==> config.mk <==
export PLATFORM = sky130hd
export DESIGN_NAME = clk_wiz_gen
export DESIGN_NICKNAME = d
export VERILOG_FILES = /design/src/rtl/clk_wiz_pkg.sv /design/src/rtl/clk_wiz_gen_div.sv /design/src/rtl/clk_wiz_gen.sv
export SDC_FILE = /design/constraint.sdc
export NUM_CORES = 1
export LEC_CHECK = 0
export CORE_MARGIN = 2
export CORE_UTILIZATION = 45
export DETAILED_ROUTE_END_ITERATION = 7
export PLACE_DENSITY_LB_ADDON = 0.1
export SLEW_MARGIN = 20
export SYNTH_ARGS = -nofsm -noshare
export SYNTH_HDL_FRONTEND = slang
export SYNTH_HIERARCHICAL = 1
export SYNTH_SLANG_ARGS = --single-unit
export TNS_END_PERCENT = 20
==> constraint.sdc <==
create_clock -name clk_in1 -period 2.16 [get_ports clk_in1]
set_clock_uncertainty 0.15 [all_clocks]
set_input_delay 0.216 -clock clk_in1 [delete_from_list [all_inputs] [get_ports clk_in1]]
set_output_delay 0.216 -clock clk_in1 [all_outputs]
set_load 0.1 [all_outputs]
==> src/rtl/clk_wiz_pkg.sv <==
// ============================================================================
// Module   : clk_wiz_pkg
// Brief    : Shared widths, default ratios and helpers for clk_wiz_gen.
// Revision : 1.0 - initial release
// ============================================================================
`default_nettype none

package clk_wiz_pkg;

    localparam int CNT_W    = 8;
    localparam int LOCK_W   = 16;

    // Ratios assume a 500 MHz reference clock.
    localparam int DIV_100M = 5;
    localparam int DIV_125M = 4;

    typedef logic [CNT_W-1:0]  cnt_t;
    typedef logic [LOCK_W-1:0] lock_cnt_t;

    // Odd ratios round the high time down, giving a sub-50% duty cycle.
    function automatic int high_time(input int div);
        return div / 2;
    endfunction

endpackage

`default_nettype wire

==> src/rtl/clk_wiz_gen_div.sv <==
// ============================================================================
// Module   : clk_div_n
// Brief    : Registered integer clock divider with a preset start phase.
// Revision : 1.0 - initial release
// ============================================================================
`default_nettype none

module clk_div_n
    import clk_wiz_pkg::*;
#(
    parameter int DIV   = DIV_100M,
    parameter int PHASE = 0
) (
    input  logic clk,
    input  logic reset,
    input  logic en,
    output logic clk_o
);

    localparam cnt_t c_last  = cnt_t'(DIV - 1);
    localparam cnt_t c_high  = cnt_t'(high_time(DIV));
    localparam cnt_t c_phase = cnt_t'(PHASE);

    generate
        if (DIV < 2 || DIV > 256 || PHASE < 0 || PHASE >= DIV) begin : g_bad_param
            $error("clk_div_n: illegal DIV/PHASE combination");
        end
    endgenerate

    cnt_t r_cnt;
    logic r_clk;

    always_ff @(posedge clk or negedge reset) begin
        if (!reset) begin
            r_cnt <= c_phase;
            r_clk <= 1'b0;
        end else if (en) begin
            r_clk <= (r_cnt < c_high);
            r_cnt <= (r_cnt == c_last) ? '0 : r_cnt + 1'b1;
        end else begin
            r_cnt <= c_phase;
            r_clk <= 1'b0;
        end
    end

    assign clk_o = r_clk;

endmodule

`default_nettype wire

==> src/rtl/clk_wiz_gen.sv <==
// ============================================================================
// Module   : clk_wiz_gen
// Brief    : Clocking-wizard stand-in: two divided clocks plus a lock flag.
// Revision : 1.0 - initial release
// ============================================================================
`default_nettype none

module clk_wiz_gen
    import clk_wiz_pkg::*;
#(
    parameter int DIV1        = DIV_100M,
    parameter int DIV2        = DIV_125M,
    parameter int PHASE1      = 0,
    parameter int PHASE2      = 0,
    parameter int LOCK_CYCLES = 64
) (
    input  logic clk_in1,
    input  logic reset,
    output logic clk_out1,
    output logic clk_out2,
    output logic locked
);

    localparam lock_cnt_t c_lock_last = lock_cnt_t'(LOCK_CYCLES - 1);

    generate
        if (LOCK_CYCLES < 1 || LOCK_CYCLES > 65535) begin : g_bad_lock
            $error("clk_wiz_gen: LOCK_CYCLES out of range");
        end
    endgenerate

    lock_cnt_t r_lock_cnt;
    logic      r_locked;

    // Reset release is used unsynchronised; recovery timing is the integrator's job.
    // The counter stops once locked, so it saturates at LOCK_CYCLES.
    always_ff @(posedge clk_in1 or negedge reset) begin
        if (!reset) begin
            r_lock_cnt <= '0;
            r_locked   <= 1'b0;
        end else if (!r_locked) begin
            r_lock_cnt <= r_lock_cnt + 1'b1;
            if (r_lock_cnt == c_lock_last) begin
                r_locked <= 1'b1;
            end
        end
    end

    clk_div_n #(
        .DIV   (DIV1),
        .PHASE (PHASE1)
    ) u_div1 (
        .clk   (clk_in1),
        .reset (reset),
        .en    (r_locked),
        .clk_o (clk_out1)
    );

    clk_div_n #(
        .DIV   (DIV2),
        .PHASE (PHASE2)
    ) u_div2 (
        .clk   (clk_in1),
        .reset (reset),
        .en    (r_locked),
        .clk_o (clk_out2)
    );

    assign locked = r_locked;

endmodule

`default_nettype wire

**After elaboration in Yosys (flattened, before gate mapping)**

Index checks and enable logic that the tools add are counted.

- Div/mod/pow operators: 0
- Equality and inequality tests: 3
- Add/subtract/negate cells: 3
- Bitwise logic cells: 0
- $mul: 0
- Reductions and logical operators: 0
- Shift operators: 0
- Magnitude comparators: 2
- Multiplexer cells: 8

Operators by type and width:

| kind | count |
|---|---|
| 8-bit two-way mux | 4 |
| 16-bit by 1-bit adder with 16-bit output (second input constant) | 1 |
| 8-bit by 1-bit adder with 8-bit output (second input constant) | 2 |
| 16-bit by 6-bit equality test with 1-bit output (second input constant) | 1 |
| 8-bit by 2-bit less-than comparator with 1-bit output (second input constant) | 2 |
| 8-bit by 2-bit equality test with 1-bit output (second input constant) | 1 |
| 8-bit by 3-bit equality test with 1-bit output (second input constant) | 1 |
| 1-bit two-way mux | 4 |

- Memory bits (read-only): 0
- Flip-flop bits (word level): 35
- Word-level logic and storage cells: 22
- RAM bits: 0
- Memories kept: 0
- Output and inout port bits: 3
- Input bits: 2
- Latch bits: 0

**Longest topological paths before layout**

- Depth after elaboration: 3
- Depth in mapped cells: 5
- Depth with buffers taken out: 5

**By module**

Netlist, hierarchy kept.

By module, submodules not included:

| module | area an instance (sq um) | sequential area each (sq um) | times used | cells each |
|---|---|---|---|---|
| clk_wiz_gen | 817.0 | 425.4 | 1 | 66 |
| clk_div_n at u_div2 | 444.2 | 225.2 | 1 | 42 |
| clk_div_n at u_div1 | 439.2 | 225.2 | 1 | 42 |

**Worst setup path before layout**

Ideal clock, no wire load.

- Path type: register -> register
- From: reg r_locked (netlist: locked)
- To: reg r_lock_cnt[12]
- Setup slack: 62 ps
- Period minus slack after synthesis: 2,098 ps
- Required time: 1,886 ps
- Data arrival time: 1,825 ps
- Setup time: 124 ps
- Buffers on the path: 0
- Cell stages (with the launch flop): 5
- Path through: dfrtp_1 > nand4b_1 > nor3_4 > and3_1 > xor2_1

RTL lines:

| item | RTL line | text |
|---|---|---|
| start: declaration | clk_wiz_gen.sv:33 | `logic r_locked;` |
| start signal: assignment | clk_wiz_gen.sv:40 | `r_locked <= 1'b0;` |
| start signal: assignment | clk_wiz_gen.sv:44 | `r_locked <= 1'b1;` |
| end signal: assignment | clk_wiz_gen.sv:42 | `r_lock_cnt <= r_lock_cnt + 1'b1;` |
| end: declaration | clk_wiz_gen.sv:32 | `lock_cnt_t r_lock_cnt;` |

**Worst setup path after layout**

- From: reg u_div2.r_cnt[6]
- To: reg u_div2.r_cnt[3]

- Cells in the longest elaborated chain, start to end: 3

Ends and longest elaborated chain:

| item | RTL line | text |
|---|---|---|
| start: declaration | clk_wiz_gen_div.sv:30 | `cnt_t r_cnt;` |
| start signal: assignment | clk_wiz_gen_div.sv:35 | `r_cnt <= c_phase;` |
| start signal: assignment | clk_wiz_gen_div.sv:39 | `r_cnt <= (r_cnt == c_last) ? '0 : r_cnt + 1'b1;` |
| start signal: assignment | clk_wiz_gen_div.sv:41 | `r_cnt <= c_phase;` |
| 8-bit by 2-bit equality test with 1-bit output | clk_wiz_gen_div.sv:39 |  |
| 8-bit two-way mux | clk_wiz_gen_div.sv:39 |  |
| 8-bit two-way mux | clk_wiz_gen_div.sv:37 | `end else if (en) begin` |

No other way between the ends.
A chain may end at the register's enable or synchronous reset.

==> summary.md <==
| Metric | Value |
|---|---|
| Status | complete, no violations |
| CTS max path bufs | 2 |
| Post-CTS Hold Buffers | 0 |
| CP top delay family | simple AND/OR/NAND/NOR gates |
| Total gr overflow | 0 |
| Mean number of vias per cell | 5.275 |
| Post-route minimum period | approximately 1.8 ns |
| Slowest-stage cell, CP | or4_4 |
| Comb pwr share | between 1 and 1.5% |
| Fmax | 0.5635 GHz |
| DIE WIDTH | 65.47 um |
| Initial Util | 46.80% |
| First DRT Iteration DRCs | 53 |
| Fillers | ~340 |
| Endpoints failing hold | 0 |
| Max incr delay on CP | approximately 0.58 ns |
| Seq. cell area | 875.8 um^2 |
| Vias in the first global route | about 1,200 |
| Relative slew margins | 67.27% |
| Synth top area share | between 50% and 60% |
| Hold/Removal Path Class | primary input to async pin |
| Diode count | 0 |
| Worst Reg-to-Reg Cells | 3 |
| NumNets Final | 169 |
| Worst-path clk slew | 0.07 ns |
| CP Class | flop to flop |
| Worst-skew pair later-pin latency | between 0.2 and 0.3 ns |
| LEAKAGE | 0.8505 nW |
| Syn Inst Count | 150 |
| Leading cell type in the layout, fill and taps excluded | dfrtp_1 |
| Crit. Startpoint | u_div2/r_cnt[6] |
| Area occupied by multi-input gates | about 800 um^2 |
| Vias | approximately 1,100 |
| Root Buffer | clkbuf_8 |
| R2r startpoint | u_div2/r_cnt[6] |
| CP Buf/Inv Count | 0 |
| Clock share of power | roughly half |
| Die area | roughly 0.0043 mm^2 |
| Synth Register Bits | 35 |
| Internal | between 1 and 1.5 mW |
| Main synth FF type | dfrtp_1 |
| Cell Area, Synth | 0.001700 mm^2 |
| Final Max Slew Viols | 0 |
| Syn Area/Cell | 11.34 um^2 |
| Post-synthesis sequential area ratio | 51.51% |
| Post_cts resized | 0 |
| GRT Total Usage | between 10% and 20% |
| I/O pin count | 5 |
| Net Count, Synth | 157 |
| Setup Total Neg Slack | 0 ns |
| TritonCTS buffer count | 5 |
| Levels on crit path | 3 |
| CP Cell Sequence | or4_4 > o41ai_4 > nor2_1 |
| EDFF count, synth | 0 |
| Sw Ratio | roughly 18% |
| H-tree depth | 2 |
| Dpl hpwl | 1922 um |
| MaxCap Viol Count | 0 |
| Tot Pwr | between 1 and 1.5 mW |
| Worst path required time | 2.17 ns |
| Critical Path End Type | flop |
| Final period util | slightly above 80% |
| Routed Antenna Nets | 0 |
| Worst EP arrival | 1.79 ns |
| Synth area leader | dfrtp_1 |
| Fraction of registers with async set/reset | 100.0% |
| Flop pwr share | around half |
| Placer Congestion | 0.7983 |
| Largest net degree at the start of global routing | 36 |
| First-pass GRT wire length | ~5200 um |
| Die Span Y | around 65 um |
| Share of layout cells above drive strength 1 | around 15% |
| RSZ-0062 raised after global routing | no |
| Setup Viol. Count Final | 0 |
| Maximum vdd drop | approximately 0.54 mV |
| Psw | ~0.24 mW |
| Least-Margin Pin Slew | a little under 0.5 ns |
| Initial antenna violation count | 0 |
| Cell Rows | 22 |
| Post-CTS Setup Bufs | 0 |
| IO buf count | 4 |
| Synth cell types | 33 |
| Most frequent cells in the layout | dfrtp_1, xor2_1, nor2_1 |
| Startpoint Class | flop |
| Power Density | between 600 and 700 mW/mm^2 |
| CTS tree | built |
| Post-Route WL | 2754 um |
| DRC | 0 |
| Synth Warn # | 6 |
| Drt wl/cell | around 13 um |
| Sink Count | 35 |
| Layout area overhead | 14.64% |
| Drt pass-1 iters | 4 |
| Critical-path maximum fanout | 6 |
| Core ar. | between 0.003 and 0.004 mm^2 |
| Synth area leaders | dfrtp_1, xor2_1, ha_1 |
[cells by family (layout without fill, tap and decap cells)]
group / count (synthesis) / count (layout) / share of synthesized area (%)
XOR/XNOR: 20 / 20 / 10.30
multiplexers: 1 / 1 / 0.6622
AO/OA/AOI/OAI: 17 / 17 / 8.242
AND/OR/NAND/NOR: 67 / 67 / 24.50
buffers and inverters: 5 / 18 / 1.103
adder cells (fa/ha/maj): 5 / 5 / 3.679
flip-flops: 35 / 35 / 51.51
[area by class of cell]
class	instances	share of cell area, %
flip-flops and latches	35	44.93
repair buffers	6	3.081
well taps	48	3.081
multi-input cells	110	41.34
clock buffers	6	3.723
inverters	4	0.7702
clock inverters	2	3.081
[registers in the layout, summed over array words and instances, names as in the netlist]
signal        flops
r_lock_cnt       16
locked            1
u_div2/clk_o      1
u_div1/r_cnt      8
u_div1/clk_o      1
u_div2/r_cnt      8
[worst register-to-register path: cells and delay by family, from the launching register on]
kind | cells | cell delay [ns]
simple gates | 2 | 0.68
flops | 1 | 0.42
compound gates | 1 | 0.40
[Yosys cell counts, types with 2 or more instances]
cell / instances
and2_1: 2
nor4_1: 3
xor2_1: 14
nor3_1: 2
o21ai_0: 6
nand3_1: 11
xnor2_1: 6
nor2_1: 13
inv_1: 4
and3_1: 3
nand2_1: 11
ha_1: 5
nand4_4: 2
o41ai_4: 2
nand4_1: 3
dfrtp_1: 35
a21oi_1: 6
nand2b_1: 2
or3_1: 6
[per-layer routing]
layer	part of all wire [%]	track usage [%]	up-vias
met5	0	0	-
met4	2.4	9.115	0
met3	3.6	5.651	5
met2	50	26.91	10
met1	44	18.50	548
li1	-	-	550
[metrics by stage]
stage | utilization [%] | instances | hold slack (ns) | setup slack [ns] | cell area, um^2
2_1_floorplan | - | 150 | -0.2296 | 0.06161 | 1700
5_1_grt | 53.65 | 211 | 0.2126 | 0.3042 | 1949
4_1_cts | 53.65 | 211 | 0.1923 | 0.3928 | 1949
3_5_place_dp | 50.00 | 203 | 0.3129 | 0.3961 | 1817
3_3_place_gp | 50.00 | 203 | 0.3067 | 0.4478 | 1817
6_report | 53.65 | 211 | 0.1834 | 0.3854 | 1949
[power by group through the flow]
stage	sequential (mW)	clock, mW	combinational, mW
4_1_cts	0.655	0.721	0.0164
3_5_place_dp	0.668	0	0.0164
6_report	0.655	0.692	0.0149
2_1_floorplan	0.668	0	0.000000278
3_3_place_gp	0.668	0	0.0160
5_1_grt	0.655	0.736	0.0178
[path summary, 6_finish.rpt]
| path | to | slack, ns |
|---|---|---|
| max | u_div2/r_cnt[3] | 0.39 |
| min | u_div1/clk_o | 0.18 |
| max reg2reg | u_div2/r_cnt[3] | 0.39 |
| min reg2reg | r_lock_cnt[15] | 0.32 |
| max in group asynchronous | r_lock_cnt[9] | 1.36 |
| min in group clk_in1 | r_lock_cnt[15] | 0.32 |
No activity file was read; power rests on OpenSTA's default activity.
